<file path="src/rtl/clk_div_pkg.sv">
// -----------------------------------------------------------------------------
// clk_div_pkg
// Shared types and constants for the divided-clock meter.
//   state_t    : meter FSM states (IDLE/ARM/HIGH/LOW), 2-bit encoding
//   CNT_W_DEF  : default phase counter width
// -----------------------------------------------------------------------------
package clk_div_pkg;

  localparam int CNT_W_DEF = 16;

  typedef enum logic [1:0] {
    ST_IDLE = 2'd0,
    ST_ARM  = 2'd1,
    ST_HIGH = 2'd2,
    ST_LOW  = 2'd3
  } state_t;

endpackage

</file>
<file path="src/rtl/sync_2ff.sv">
// -----------------------------------------------------------------------------
// sync_2ff
// Generic two-flop synchronizer for a single-bit level.
// Ports:
//   clk  in  : destination clock
//   rstn in  : asynchronous active-low reset, both flops clear to 0
//   d    in  : asynchronous input level
//   q    out : synchronized level, two clk edges behind d
// -----------------------------------------------------------------------------
module sync_2ff (
  input  logic clk,
  input  logic rstn,
  input  logic d,
  output logic q
);

  logic meta;

  always_ff @(posedge clk or negedge rstn) begin
    if (!rstn) begin
      meta <= 1'b0;
      q    <= 1'b0;
    end else begin
      meta <= d;
      q    <= meta;
    end
  end

endmodule

</file>
<file path="src/rtl/clk_div_meter.sv">
// -----------------------------------------------------------------------------
// clk_div_meter
// Measures the high phase, low phase and period of a divided clock in cycles
// of the reference clock clk. clk_in is sampled as data only.
//
// Build option:
//   CLK_DIV_METER_SYNC_EN  defined: clk_in goes through sync_2ff (2 cycles of
//                          extra latency, phases may jitter by +/-1).
//                          undefined: clk_in is used directly (it must be
//                          produced by registers on clk); results are exact.
//
// Ports:
//   clk        in  : reference clock, rising edge
//   rstn       in  : asynchronous active-low reset
//   clk_in     in  : divided clock under measurement
//   en         in  : measurement enable; low returns to IDLE, results hold
//   high_len   out : cycles high in the last complete period
//   low_len    out : cycles low in the last complete period
//   period     out : high_len + low_len (one bit wider, cannot overflow)
//   is_even    out : period is even
//   duty_ok    out : high_len == low_len
//   meas_valid out : one-cycle pulse, result outputs updated on this edge
//   timeout    out : one-cycle pulse, a phase counter saturated
//   state      out : current FSM state (debug)
//
// Result handshake: meas_valid is a valid-only strobe with no ready; the
// result registers change only on a meas_valid edge (or reset) and stay
// stable until the next one, so a consumer may sample them at any time.
// -----------------------------------------------------------------------------
module clk_div_meter
  import clk_div_pkg::*;
#(
  parameter int CNT_W = CNT_W_DEF
) (
  input  logic             clk,
  input  logic             rstn,
  input  logic             clk_in,
  input  logic             en,
  output logic [CNT_W-1:0] high_len,
  output logic [CNT_W-1:0] low_len,
  output logic [CNT_W:0]   period,
  output logic             is_even,
  output logic             duty_ok,
  output logic             meas_valid,
  output logic             timeout,
  output state_t           state
);

  localparam logic [CNT_W-1:0] CNT_MAX = '1;
  localparam logic [CNT_W-1:0] CNT_ONE = CNT_W'(1);

  logic             s;
  logic             s_d;
  logic             rise;
  logic             fall;
  logic             sat;
  logic [CNT_W-1:0] cnt;
  logic [CNT_W-1:0] hi_tmp;

`ifdef CLK_DIV_METER_SYNC_EN
  sync_2ff u_sync (
    .clk  (clk),
    .rstn (rstn),
    .d    (clk_in),
    .q    (s)
  );
`else
  assign s = clk_in;
`endif

  assign rise = s & ~s_d;
  assign fall = ~s & s_d;
  assign sat  = (cnt == CNT_MAX);

  // Each phase counter starts at 1 on the edge that detects the phase change,
  // so the count captured at the next change equals the phase length. An edge
  // is checked before saturation so a phase of exactly CNT_MAX is still
  // measured rather than timed out.
  always_ff @(posedge clk or negedge rstn) begin
    if (!rstn) begin
      state      <= ST_IDLE;
      s_d        <= 1'b0;
      cnt        <= '0;
      hi_tmp     <= '0;
      high_len   <= '0;
      low_len    <= '0;
      period     <= '0;
      is_even    <= 1'b1;
      duty_ok    <= 1'b1;
      meas_valid <= 1'b0;
      timeout    <= 1'b0;
    end else begin
      s_d        <= s;
      meas_valid <= 1'b0;
      timeout    <= 1'b0;
      if (!en) begin
        state  <= ST_IDLE;
        cnt    <= '0;
        hi_tmp <= '0;
      end else begin
        case (state)
          ST_IDLE: begin
            cnt   <= '0;
            state <= ST_ARM;
          end
          ST_ARM: begin
            // Wait for a clean rise so the first partial period is dropped.
            if (rise) begin
              cnt   <= CNT_ONE;
              state <= ST_HIGH;
            end
          end
          ST_HIGH: begin
            if (fall) begin
              hi_tmp <= cnt;
              cnt    <= CNT_ONE;
              state  <= ST_LOW;
            end else if (sat) begin
              timeout <= 1'b1;
              cnt     <= '0;
              state   <= ST_ARM;
            end else begin
              cnt <= cnt + CNT_ONE;
            end
          end
          ST_LOW: begin
            if (rise) begin
              high_len   <= hi_tmp;
              low_len    <= cnt;
              period     <= {1'b0, hi_tmp} + {1'b0, cnt};
              is_even    <= ~(hi_tmp[0] ^ cnt[0]);
              duty_ok    <= (hi_tmp == cnt);
              meas_valid <= 1'b1;
              cnt        <= CNT_ONE;
              state      <= ST_HIGH;
            end else if (sat) begin
              timeout <= 1'b1;
              cnt     <= '0;
              state   <= ST_ARM;
            end else begin
              cnt <= cnt + CNT_ONE;
            end
          end
          default: begin
            cnt   <= '0;
            state <= ST_IDLE;
          end
        endcase
      end
    end
  end

endmodule

</file>
<file path="config.mk">
export PLATFORM = sky130hd
export DESIGN_NAME = clk_div_meter
export DESIGN_NICKNAME = d
export VERILOG_FILES = /design/src/rtl/clk_div_pkg.sv /design/src/rtl/sync_2ff.sv /design/src/rtl/clk_div_meter.sv
export SDC_FILE = /design/constraint.sdc
export NUM_CORES = 1
export LEC_CHECK = 0
export ABC_AREA = 1
export BUFFER_PORTS_ARGS = -buffer_cell sky130_fd_sc_hd__buf_2
export CAP_MARGIN = 5
export CORE_MARGIN = 2
export CORE_UTILIZATION = 60
export CTS_BUF_LIST = sky130_fd_sc_hd__clkbuf_2 sky130_fd_sc_hd__clkbuf_4 sky130_fd_sc_hd__clkbuf_8
export CTS_CLUSTER_DIAMETER = 50
export CTS_CLUSTER_SIZE = 40
export DETAILED_ROUTE_END_ITERATION = 8
export HOLD_SLACK_MARGIN = 0.03
export PLACE_DENSITY = 0.82
export SYNTH_ARGS = -nofsm -noshare
export SYNTH_HDL_FRONTEND = slang
export SYNTH_SLANG_ARGS = --single-unit
</file>
<file path="constraint.sdc">
create_clock -name clk -period 2.4 [get_ports clk]
set_input_delay 0 -clock clk [delete_from_list [all_inputs] [get_ports clk]]
set_output_delay 0 -clock clk [all_outputs]
set_load 0.03 [all_outputs]
</file>
* After elaboration in Yosys (flattened, before gate mapping)
Cells that the tools add are included.
** Cells by class
- Add/subtract/negate cells :: 2
- Multiply operators :: 0
- Div/mod/pow operators :: 0
- Order comparisons :: 0
- Eq/ne operators :: 8
- Shift-type cells :: 0
- Multiplexer cells :: 23
- Bitwise logic cells :: 6
- Reductions and logical operators :: 3
** Operators by type and width (count)
- $mux W16 :: 8
- $pmux W16 S4 :: 1
- $add A16 B16 Y17 :: 1
- $add A16 B1 Y16 const B :: 1
- $eq A16 B16 Y1 :: 1
- $eq A16 B16 Y1 const B :: 1
- $mux W2 :: 5
- $pmux W2 S4 :: 1
- $mux W1 :: 7
- $eq A2 B2 Y1 const B :: 2
- $ne A2 B1 Y1 const B :: 2
- $ne A3 B3 Y1 const B :: 1
- $not A1 Y1 :: 3
- $reduce_and A3 Y1 :: 1
- $and A1 B1 Y1 :: 2
- $eq A2 B1 Y1 const B :: 1
- $logic_not A2 Y1 :: 1
- $pmux W1 S2 :: 1
- $reduce_and A2 Y1 :: 1
- $xor A1 B1 Y1 :: 1
** Storage, ports and cells
- Bits in registers :: 88
- Bits in latches :: 0
- RAM bits :: 0
- Memory bits (read-only) :: 0
- Input port bits :: 4
- Output and inout bits :: 55
- Logic and storage cells :: 53
- Memories :: 0

* Logic depth before layout (Yosys ltp)
Gate-level depths: netlist (run 1).
- Word-level depth :: 5
- Gate-level depth with buffers :: 11
- Mapped depth without buffers :: 11

* Worst setup path before layout (run 1)
OpenSTA, ideal clock, no wires.
- Kind :: reg2reg
- Start :: register cnt[0]
- End :: register period[6]
- Library setup time :: 117 ps
- Data arrival time :: 1673 ps
- Data required time :: 2283 ps
- Setup slack :: 610 ps
- Cell stages (with the launch flop) :: 10
- Buffers on the path :: 0
- Period minus slack after synthesis :: 1790 ps
- Cells stage by stage :: dfrtp_1 ha_1 fa_1 nand2_1 nand2_1 nand3_1 nand2_1 or2_2 nand3_1 nand2_1
** On the way
- Cells in the longest elaborated chain, start to end :: 1
** RTL lines
- from (decl) :: line clk_div_meter.sv:57 : logic [CNT_W-1:0] cnt;
- from (signal assigned) :: line clk_div_meter.sv:123 : cnt <= cnt + CNT_ONE;
- from (signal assigned) :: line clk_div_meter.sv:141 : cnt <= cnt + CNT_ONE;
- $add A16 B16 Y17 :: line clk_div_meter.sv:130 : period <= {1'b0, hi_tmp} + {1'b0, cnt};
- to (signal assigned) :: line clk_div_meter.sv:130
- to (decl) :: line clk_div_meter.sv:41 : output logic [CNT_W:0] period,
No other way between the ends.
A chain may end at the register's enable or synchronous reset.

* Worst setup path in the final report (run 1)
- Start :: register cnt[1]
- End :: register cnt[10]
** On the way
- Cells in the longest elaborated chain, start to end :: 5
- Elaborated cells on any way between the ends :: 7
- Those cells by class :: 1 x add/sub; 1 x eq/ne; 5 x mux
** RTL lines
- $add A16 B1 Y16 / $eq A16 B16 Y1 (equally long branches) :: line clk_div_meter.sv:123, clk_div_meter.sv:141, clk_div_meter.sv:73
- $mux W16 * :: line clk_div_meter.sv:118, clk_div_meter.sv:136
- $mux W16 (on tied branches) :: line clk_div_meter.sv:127, clk_div_meter.sv:114
- $pmux W16 S4 * :: line clk_div_meter.sv:101 : case (state)
- $mux W16 * :: line clk_div_meter.sv:96 : if (!en) begin
Mark *: on every way between the ends. The rest lies on a longest branch, timed or not.

==> impl_results.md, run 1 <==
- Status: complete, no violations
- Starting Density: 61.57%
- Die Y-Extent: 92.59 µm
- Synth warn: 0
- Gpl congestion: 0.9202
- Share of layout cells above drive strength 1: 16.52%
- #FFs+latches synth: 88
- Unrepaired setup endpoints after global routing: false
- CP bufs+invs: 0
- CP Data Arrival Time: 2220 ps
- Inst Count DP: 756
- Slew @ Worst Pin: 760.7 ps
- Register area: 2205 µm²
- Most frequent cells after synthesis: nand2_1 (183), inv_1 (89), dfrtp_1 (86)
- Syn Area/Cell: 7.782 µm²
- Number of global-route vias before repair: 4175
- Area of the multi-input gates: 2079 µm²
- Area grow syn2layout: 13.69%
- Worst reg2reg startpoint: cnt[1]
- Synth area leader: dfrtp_1
- N_diodes: 0
- Final worst path period need: 1989 ps
- Top Usage Layer GRT: met2
- WHS: 163.4 ps
- Top FF cell, synth: dfrtp_1
- Final Cycle Share: 82.89%
- Fin. max-slew vios: 0
- Full die area: 8572 µm²
- Clk slew on worst S/H paths: 90 ps
- Worst setup path class: reg -> reg
- Leakage power: 2.859 nW
- DR vias: 4207
- Mapped Area: 4708 µm²
- DR pass1 iterations: 5
- H-tree depth: 3
- Vias per cell: 5.435
- Fmax: 502.7 MHz
- Buffers on Ports: 58
- Critical path origin: cnt[1]
- GR Util All Layers: 28.22%
- Sequential area share after synthesis: 46.82%
- Setup tns final: 0 ps
- Critical Path RT: 2630 ps
- Setup crit end kind: register
- Crit-path cells: ha_1 -> nand2_1 -> nor2_2 -> nand3_2 -> nor2_4 -> nand3_4 -> a21oi_4 -> nor2_1
- Slowest cell on crit path: dfrtp_1
- # setup viols final: 0
- CP delay by family, top: simple AND/OR/NAND/NOR gates
- Fill count: 625
- Root buffer cell: clkbuf_8
- Total gr overflow: 0
- CP max FO: 12
- Final Net Count: 690
- Longest Clk Path Bufs: 2
- VDD IR-drop max: 431.9 µV
- EDFF count, synth: 0
- Antenna violations before repair: 0
- Met2 Usage GRT: 46.17%
- Die width: 92.59 µm
- First-pass GRT wire length: 19020 µm
- Yosys top cell area share: 45.71%
- Final hold viol count: 0
- Synthesized instance count: 605
- DRC viols: 0
- Fin cells: 774
- Post-CTS Setup Inserts: 0
- Pwr Density: 617.6 nW/µm²
- Skew-Pair Late Insertion Delay: 360 ps
- Final HPWL DP: 8413 µm
- 1st-iter DRT viols: 313
- Met3 usage: 5.207%
- Skew final: 9.899 ps
- Async S/R FF share, synth: 100.0%
- CTS tree: yes
- Clock Sinks: 88
- Tightest Hold Check Type: in -> async
- Relative slew slack: 49.14%
- Slowest stage delay, CP: 460 ps
- Rows: 32
- M1 GR Usage: 37.89%
- DR WL/cell: 14.63 µm
- Cell variety after synth: 34
- Largest net degree at the start of global routing: 45
- Total power: 0.003306 W
- Core area: 7647 µm²
- Ports: 59
- Post-Syn Nets: 627
- Nature of the critical path startpoint: register
- Remaining antenna violation count: 0
- Most common cell in the netlist: nand2_1
- Num CTS Buffers: 9
- Synth area leaders: dfrtp_1 (46%), nand2_1 (15%), inv_1 (7.1%)
- Detailed Route WL: 11330 µm
- Max-Cap Viols: 0
==> layout make-up <==
| type | count | area share, % |
|---|---|---|
| Timing Repair Buffer | 69 | 7.153 |
| Tap cell | 102 | 2.384 |
| Inverter | 91 | 6.381 |
| Multi-Input combinational cell | 409 | 38.85 |
| Sequential cell | 88 | 41.19 |
| Clock inverter | 6 | 1.730 |
| Clock buffer | 9 | 2.314 |
==> state kept, by name, summed over array words and instances, names as in the netlist <==
register,flops
s_d,1
period,17
cnt,16
low_len,16
timeout,1
duty_ok,1
state,2
high_len,16
meas_valid,1
hi_tmp,16
is_even,1
==> final timing paths <==
path	slack, ps	cells after the start	to
min in group clk	310	2	s_d
worst max-delay path	410	8	cnt[10]
worst min register to register	480	2	period[12]
max in group asynchronous	1480	3	is_even
worst max register to register	410	8	cnt[10]
worst min-delay path	160	2	period[4]
==> cells in the final DEF (no fill, tap or decap), types with 3 or more instances in the layout <==
cell,netlist,final
buf_2,8,57
and2_1,3,3
xor2_1,8,8
nand2_2,3,4
nand2_1,183,182
nand4_1,11,11
nor3_1,5,5
dfrtp_1,86,86
nand3_1,37,37
inv_1,89,89
ha_1,17,17
dlygate4sd3_1,0,3
a21oi_1,13,13
nor2_1,36,36
or2_2,3,3
nor2_2,12,12
o21ai_0,43,43
o21ai_1,3,3
clkbuf_8,0,9
buf_4,0,9
o22ai_1,16,16
==> repair_timing <==
| action | 4_1_cts | 5_1_grt |
|---|---|---|
| hold buffers | 3 | 0 |
| hold endpoints to repair | 46 | 0 |
| gates resized for setup | 0 | 0 |
==> routing by layer <==
metal  up-vias  wire (µm)
met1      1999       4963
met5         -          0
met2       141       5466
li1       2046          -
met4         0        206
met3        21        687
==> per-stage QoR <==
stage,utilization (%),worst slack (ps),area (µm²)
2_1_floorplan,-,609.8,4708
3_3_place_gp,66.77,515.4,5106
3_5_place_dp,66.77,452.5,5106
4_1_cts,69.99,432.8,5353
5_1_grt,69.99,202.7,5353
6_report,69.99,410.6,5353
==> report_power, final <==
group | switching [W] | internal [W] | total (W)
registers | 0.0000543 | 0.00157 | 0.00162
logic | 0.000387 | 0.000143 | 0.000530
clock network | 0.000565 | 0.000590 | 0.00116
total | 0.00101 | 0.00230 | 0.00331
==> kinds of logic after synthesis <==
logic type	count (synthesis)	share of synthesized area (%)
AO/OA/AOI/OAI	79	9.195
adder cells (fa/ha/maj)	18	4.943
XOR/XNOR	10	1.860
flip-flops	88	46.82
multiplexers	1	0.2392
AND/OR/NAND/NOR	301	27.88
buffers and inverters	108	9.062
(Power assumes the default switching activity.)
==> run 2: changes to the inputs <==
--- a/config.mk
+++ b/config.mk
@@ -5,7 +5,7 @@
 export SDC_FILE = /design/constraint.sdc
 export NUM_CORES = 1
 export LEC_CHECK = 0
-export ABC_AREA = 1
+export ABC_AREA = 0
 export BUFFER_PORTS_ARGS = -buffer_cell sky130_fd_sc_hd__buf_2
 export CAP_MARGIN = 5
 export CORE_MARGIN = 2
@@ -15,7 +15,7 @@
 export CTS_CLUSTER_SIZE = 40
 export DETAILED_ROUTE_END_ITERATION = 8
 export HOLD_SLACK_MARGIN = 0.03
-export PLACE_DENSITY = 0.82
+export PLACE_DENSITY = 0.83
 export SYNTH_ARGS = -nofsm -noshare
 export SYNTH_HDL_FRONTEND = slang
 export SYNTH_SLANG_ARGS = --single-unit
==> constraint.sdc (replaced) <==
create_clock -name clk -period 1.9 [get_ports clk]
set_input_delay 0 -clock clk [delete_from_list [all_inputs] [get_ports clk]]
set_output_delay 0 -clock clk [all_outputs]
set_load 0.03 [all_outputs]
==> impl_results.md, run 2 <==
- Status: finished, violations left
- Failing checks: setup timing
- Final worst path period need: 2064 ps
- Inst Count DP: 703
- Total power: 0.003680 W
- Top FF cell, synth: dfrtp_1
- DRC viols: 0
- Clk slew on worst S/H paths: 90 ps
- Ports: 59
- CP Data Arrival Time: 2300 ps
- EDFF count, synth: 0
- Full die area: 8098 µm²
- Fin area: 5847 µm²
- Number of global-route vias before repair: 3983
- Relative slew slack: 60.85%
- Fin cells: 730
- Fmax: 484.6 MHz
- VDD IR-drop max: 493.6 µV
- N_diodes: 0
- Core area: 7214 µm²
- CTS tree: yes
- Starting Density: 61.50%
- CP delay by family, top: compound AO/OA/AOI/OAI gates
- Area grow syn2layout: 31.78%
- Worst setup margin: -163.7 ps
- Synth area leaders: dfrtp_1 (49%), nand2_1 (14%), ha_1 (4.8%)
- Crit-path cells: ha_2 -> fa_2 -> a211oi_2 -> o211ai_1 -> a41oi_2 -> o21ai_2 -> xnor2_1 -> o21ai_0
- Antenna violations before repair: 0
- Mapped Area: 4437 µm²
- Most frequent cells after synthesis: nand2_1 (171), dfrtp_1 (86), nor2_1 (30)
- Clock Sinks: 88
- Max-Cap Viols: 0
- Detailed Route WL: 11870 µm
- Pwr Density: 629.3 nW/µm²
- Slowest stage delay, CP: 400 ps
- Unrepaired setup endpoints after global routing: true
- Cell variety after synth: 50
- Die Y-Extent: 89.99 µm
- Tightest Hold Check Type: in -> reg
- Total gr overflow: 0
- Setup tns final: -893.3 ps
- Worst setup path class: reg -> reg
- Rows: 31
- Largest net degree at the start of global routing: 46
- Nature of the critical path startpoint: register
- Dpl cell area: 5354 µm²
- Most common cell after layout, fill and taps aside: nand2_1
- H-tree depth: 3
- GR Util All Layers: 29.33%
- Critical Path RT: 2140 ps
- Final HPWL DP: 8175 µm
- Synthesized instance count: 498
- Final hold viol count: 0
- Sequential area share after synthesis: 49.69%
- Final Cycle Share: 108.6%
- Root buffer cell: clkbuf_8
- Vias per cell: 5.534
- Slowest cell on crit path: dfrtp_1
- Yosys top cell area share: 48.51%
- Post-Syn Nets: 520
- Share of layout cells above drive strength 1: 31.85%
- Buffers on Ports: 58
- Longest Clk Path Bufs: 2
- Max FFs per register: 17
- Num CTS Buffers: 9
- #FFs+latches synth: 88
- Remaining antenna violation count: 0
- DR pass1 iterations: 6
- 1st-iter DRT viols: 284
- Fin. max-slew vios: 0
- CP max FO: 2
- Gpl congestion: 0.9838
- Synth warn: 0
- Most common cell in the netlist: nand2_1
- Skew final: 8.038 ps
- Commonest non-fill, non-tap cells in the layout: nand2_1 (171), dfrtp_1 (82), buf_4 (78)
- Fill count: 464
- Synth area leader: dfrtp_1
- Final Net Count: 648
- DR vias: 4040
- Skew-Pair Late Insertion Delay: 360 ps
- Setup crit end kind: register
- CP bufs+invs: 0
- Die width: 89.99 µm
- First-pass GRT wire length: 19090 µm
- DR WL/cell: 16.26 µm
- Slew @ Worst Pin: 587.2 ps
- Syn Area/Cell: 8.909 µm²
- # setup viols final: 10
- Leakage power: 2.972 nW
- Async S/R FF share, synth: 100.0%
- Reg with most FFs: period
==> run 2: cell count changes in the layout (fill, tap and decap cells not counted), moves of 7 or more <==
cell      before  now
nor2_1        36   29
nor2_2        12    0
o22ai_1       16    0
nand3_1       37    9
xor2_1         8   15
ha_1          17   10
inv_1         89    6
o21ai_0       43   18
nand2_1      182  171
buf_4          9   78
a21boi_0       1   16
==> run 2: metal layers <==
layer	up-vias	part of all wire [%]	global-route usage (%)
met1	1942	44	40.80
met5	-	0	0
met4	0	2.1	11.03
met3	24	5.1	3.185
met2	147	49	48.11
li1	1927	-	-
==> run 2: through the flow <==
stage	hold WS, ps	util, %	worst slack, ps
5_1_grt	99.60	81.04	-274.3
3_5_place_dp	43.83	74.21	-163.3
4_1_cts	69.60	79.12	-168.0
3_3_place_gp	29.62	74.21	-102.4
6_report	90.95	81.04	-163.7
2_1_floorplan	-295.6	-	-153.9
==> run 2: cells by family (layout without fill, tap and decap cells) <==
kind of cell / count (synthesis) / count (layout) / synth area share, %
buffers and inverters: 33 / 166 / 3.130
multiplexers: 2 / 2 / 0.4512
AND/OR/NAND/NOR: 242 / 242 / 23.46
flip-flops: 88 / 88 / 49.69
AO/OA/AOI/OAI: 92 / 92 / 13.48
XOR/XNOR: 23 / 23 / 4.540
adder cells (fa/ha/maj): 18 / 18 / 5.245
==> run 2: final cells by class <==
| cell class | instances | area (µm²) | share of cell area (%) |
|---|---|---|---|
| Sequential cell | 88 | 2210 | 37.79 |
| Clock buffer | 11 | 151.4 | 2.589 |
| Multi-Input combinational cell | 377 | 2266 | 38.75 |
| Inverter | 6 | 22.52 | 0.3852 |
| Clock inverter | 5 | 86.33 | 1.477 |
| Tap cell | 99 | 123.9 | 2.119 |
| Timing Repair Buffer | 144 | 987.2 | 16.88 |
==> run 2: what timing repair did <==
action                                  4_1_cts  5_1_grt
pin swaps                                    10       12
gates resized for setup                      13       28
hold buffers                                  2        0
endpoints found under the setup margin       11       24
setup buffers                                 5        6
hold endpoints to repair                     45        0
==> run 2: path summary, 6_finish.rpt <==
check	from	to	slack [ps]	cells after the start
min in group asynchronous	rstn	period[0]	170	2
max reg2reg	hi_tmp[0]	period[12]	-160	8
max in group asynchronous	rstn	low_len[14]	1090	3
min	en	hi_tmp[0]	90	2
max	hi_tmp[0]	period[12]	-160	8
min reg2reg	high_len[9]	high_len[9]	470	2
==> run 2: where the power goes <==
group          leakage [nW]  switching (W)  total, W  internal, W
combinational          1.64       0.000164  0.000242    0.0000785
sequential             1.21      0.0000229   0.00193      0.00190
clock                 0.121       0.000687   0.00151     0.000825
==> run 3: changes to the inputs <==
--- a/config.mk
+++ b/config.mk
@@ -16,6 +16,7 @@
 export DETAILED_ROUTE_END_ITERATION = 8
 export HOLD_SLACK_MARGIN = 0.03
 export PLACE_DENSITY = 0.83
+export REMOVE_ABC_BUFFERS = 1
 export SYNTH_ARGS = -nofsm -noshare
 export SYNTH_HDL_FRONTEND = slang
 export SYNTH_SLANG_ARGS = --single-unit
==> impl_results.md, run 3 (synthesis results as in run 2) <==
- Slew @ Worst Pin: 514.0 ps
- Setup crit end kind: register
- First-pass GRT wire length: 20140 µm
- Tightest Hold Check Type: in -> async
- # setup viols final: 25
- Top Usage Layer GRT: met2
- Register area: 2205 µm²
- Starting Density: 61.50%
- Inst Count DP: 700
- DRC viols: 0
- 1st-iter DRT viols: 367
- Final hold viol count: 0
- CP max FO: 2
- Worst setup path class: reg -> reg
- Most common cell after layout, fill and taps aside: nand2_1
- Skew final: 8.927 ps
- Largest net degree at the start of global routing: 51
- Worst setup margin: -228.6 ps
- Root buffer cell: clkbuf_8
- WHS: 174.8 ps
- N_diodes: 0
- Commonest non-fill, non-tap cells in the layout: nand2_1 (171), dfrtp_1 (86), buf_4 (81)
- Fin cells: 737
- Gpl congestion: 0.9695
- Remaining antenna violation count: 0
- Reg2reg path depth: 8
- GR Util All Layers: 30.77%
- Fill count: 434
- Unrepaired setup endpoints after global routing: true
- Core area: 7214 µm²
- R2r endpoint: period[6]
- Critical path origin: hi_tmp[0]
- Final Net Count: 655
- Rows: 31
- Relative slew slack: 65.73%
- Leakage power: 3.002 nW
- Failing checks: setup timing
- Skew-Pair Late Insertion Delay: 360 ps
- Vias per cell: 5.912
- Status: finished, violations left
- Clk slew on worst S/H paths: 90 ps
- Final Cycle Share: 112.0%
- M1 GR Usage: 41.65%
- Full die area: 8098 µm²
- DR vias: 4357
- R2R Setup Slk: -230 ps
- Die width: 89.99 µm
- Met3 usage: 4.778%
- Worst reg2reg startpoint: hi_tmp[0]
- DR pass1 iterations: 8
- CP Data Arrival Time: 2360 ps
- CTS tree: yes
- Area grow syn2layout: 34.91%
- Buffers on Ports: 58
- Nature of the critical path startpoint: register
- Critical Path RT: 2130 ps
- Antenna violations before repair: 0
- Placement Setup Slack: -470.3 ps
- Number of global-route vias before repair: 4157
- Final worst path period need: 2129 ps
- Share of layout cells above drive strength 1: 33.39%
- Final HPWL DP: 7956 µm
- Pwr Density: 635.8 nW/µm²
- Met2 Usage GRT: 49.31%
- Final core occ: 82.97%
- Max FFs per register: 17
- Longest Clk Path Bufs: 2
- Area of the multi-input gates: 2332 µm²
- Fmax: 469.8 MHz
- Clock Sinks: 88
- Reg with most FFs: period
- Max-Cap Viols: 0
- Total gr overflow: 0
- DR WL/cell: 18.35 µm
- H-tree depth: 3
- Num CTS Buffers: 9
- VDD IR-drop max: 384.8 µV
- Critical Path Sink: period[6]
- Ports: 59
- Die Y-Extent: 89.99 µm
- Fin. max-slew vios: 0
- Detailed Route WL: 13530 µm
[run 3: changes by cell type in the layout (fill, tap and decap cells not counted), moves of 3 or more]
cell	previous run	this run
nor2_1	29	23
nor2_2	0	5
dfrtp_1	82	86
dfrtp_2	4	0
ha_1	10	6
ha_4	5	9
buf_4	78	81
buf_6	5	8
[run 3: where the power goes]
| part | total (W) | switching (W) | internal [W] |
|---|---|---|---|
| sequential | 0.00192 | 0.0000190 | 0.00190 |
| combinational | 0.000257 | 0.000173 | 0.0000841 |
| clock | 0.00163 | 0.000699 | 0.000928 |
| total | 0.00381 | 0.000890 | 0.00292 |
[run 3: area by class of cell]
type / instances / area share (%)
flip-flops and latches: 88 / 36.83
clock buffers: 11 / 2.425
multi-input cells: 377 / 38.96
well taps: 99 / 2.069
repair buffers: 151 / 17.60
clock inverters: 5 / 1.735
inverters: 6 / 0.3763
[run 3: metrics by stage]
stage                     total power (W)  setup TNS, ps  area, µm²
after floorplan                  0.002068         -71010       4320
after global placement           0.002172          -2173       5303
after detailed placement         0.002181          -2750       5303
after CTS                        0.003767         -608.5       5723
after global routing             0.003909          -3374       5986
final                            0.003805          -1996       5986
[run 3: worst max-delay path, cell delays in order (launching register included)]
cell	delay, ps
dfrtp_1	400
ha_2	210
fa_2	390
a211oi_2	240
o21bai_1	90
a21o_1	200
buf_4	150
xnor2_1	210
o21ai_0	130
[run 3: worst min path at each step]
stage          start         end  slack, ps  depth (start not counted)
3_3_place_gp    rstn  low_len[9]         -7                          1
6_report        rstn  low_len[9]        170                          2
5_1_grt         rstn  low_len[9]        210                          2
4_1_cts         rstn  low_len[9]        150                          2
2_1_floorplan   rstn      cnt[0]       -300                          0
3_5_place_dp    rstn  low_len[9]          4                          1
[run 3: what timing repair did]
item	4_1_cts	5_1_grt
hold buffers	3	0
endpoints found under the setup margin	11	29
cloned	0	1
endpoints found under the hold margin	47	0
setup buffers	7	15
pin swaps	15	23
gates resized for setup	20	43
[run 3: metal layers]
metal / vias up / wire (µm)
met5: - / 0
met4: 0 / 512
met3: 70 / 950
met2: 245 / 6695
met1: 2100 / 5369
li1: 1942 / -
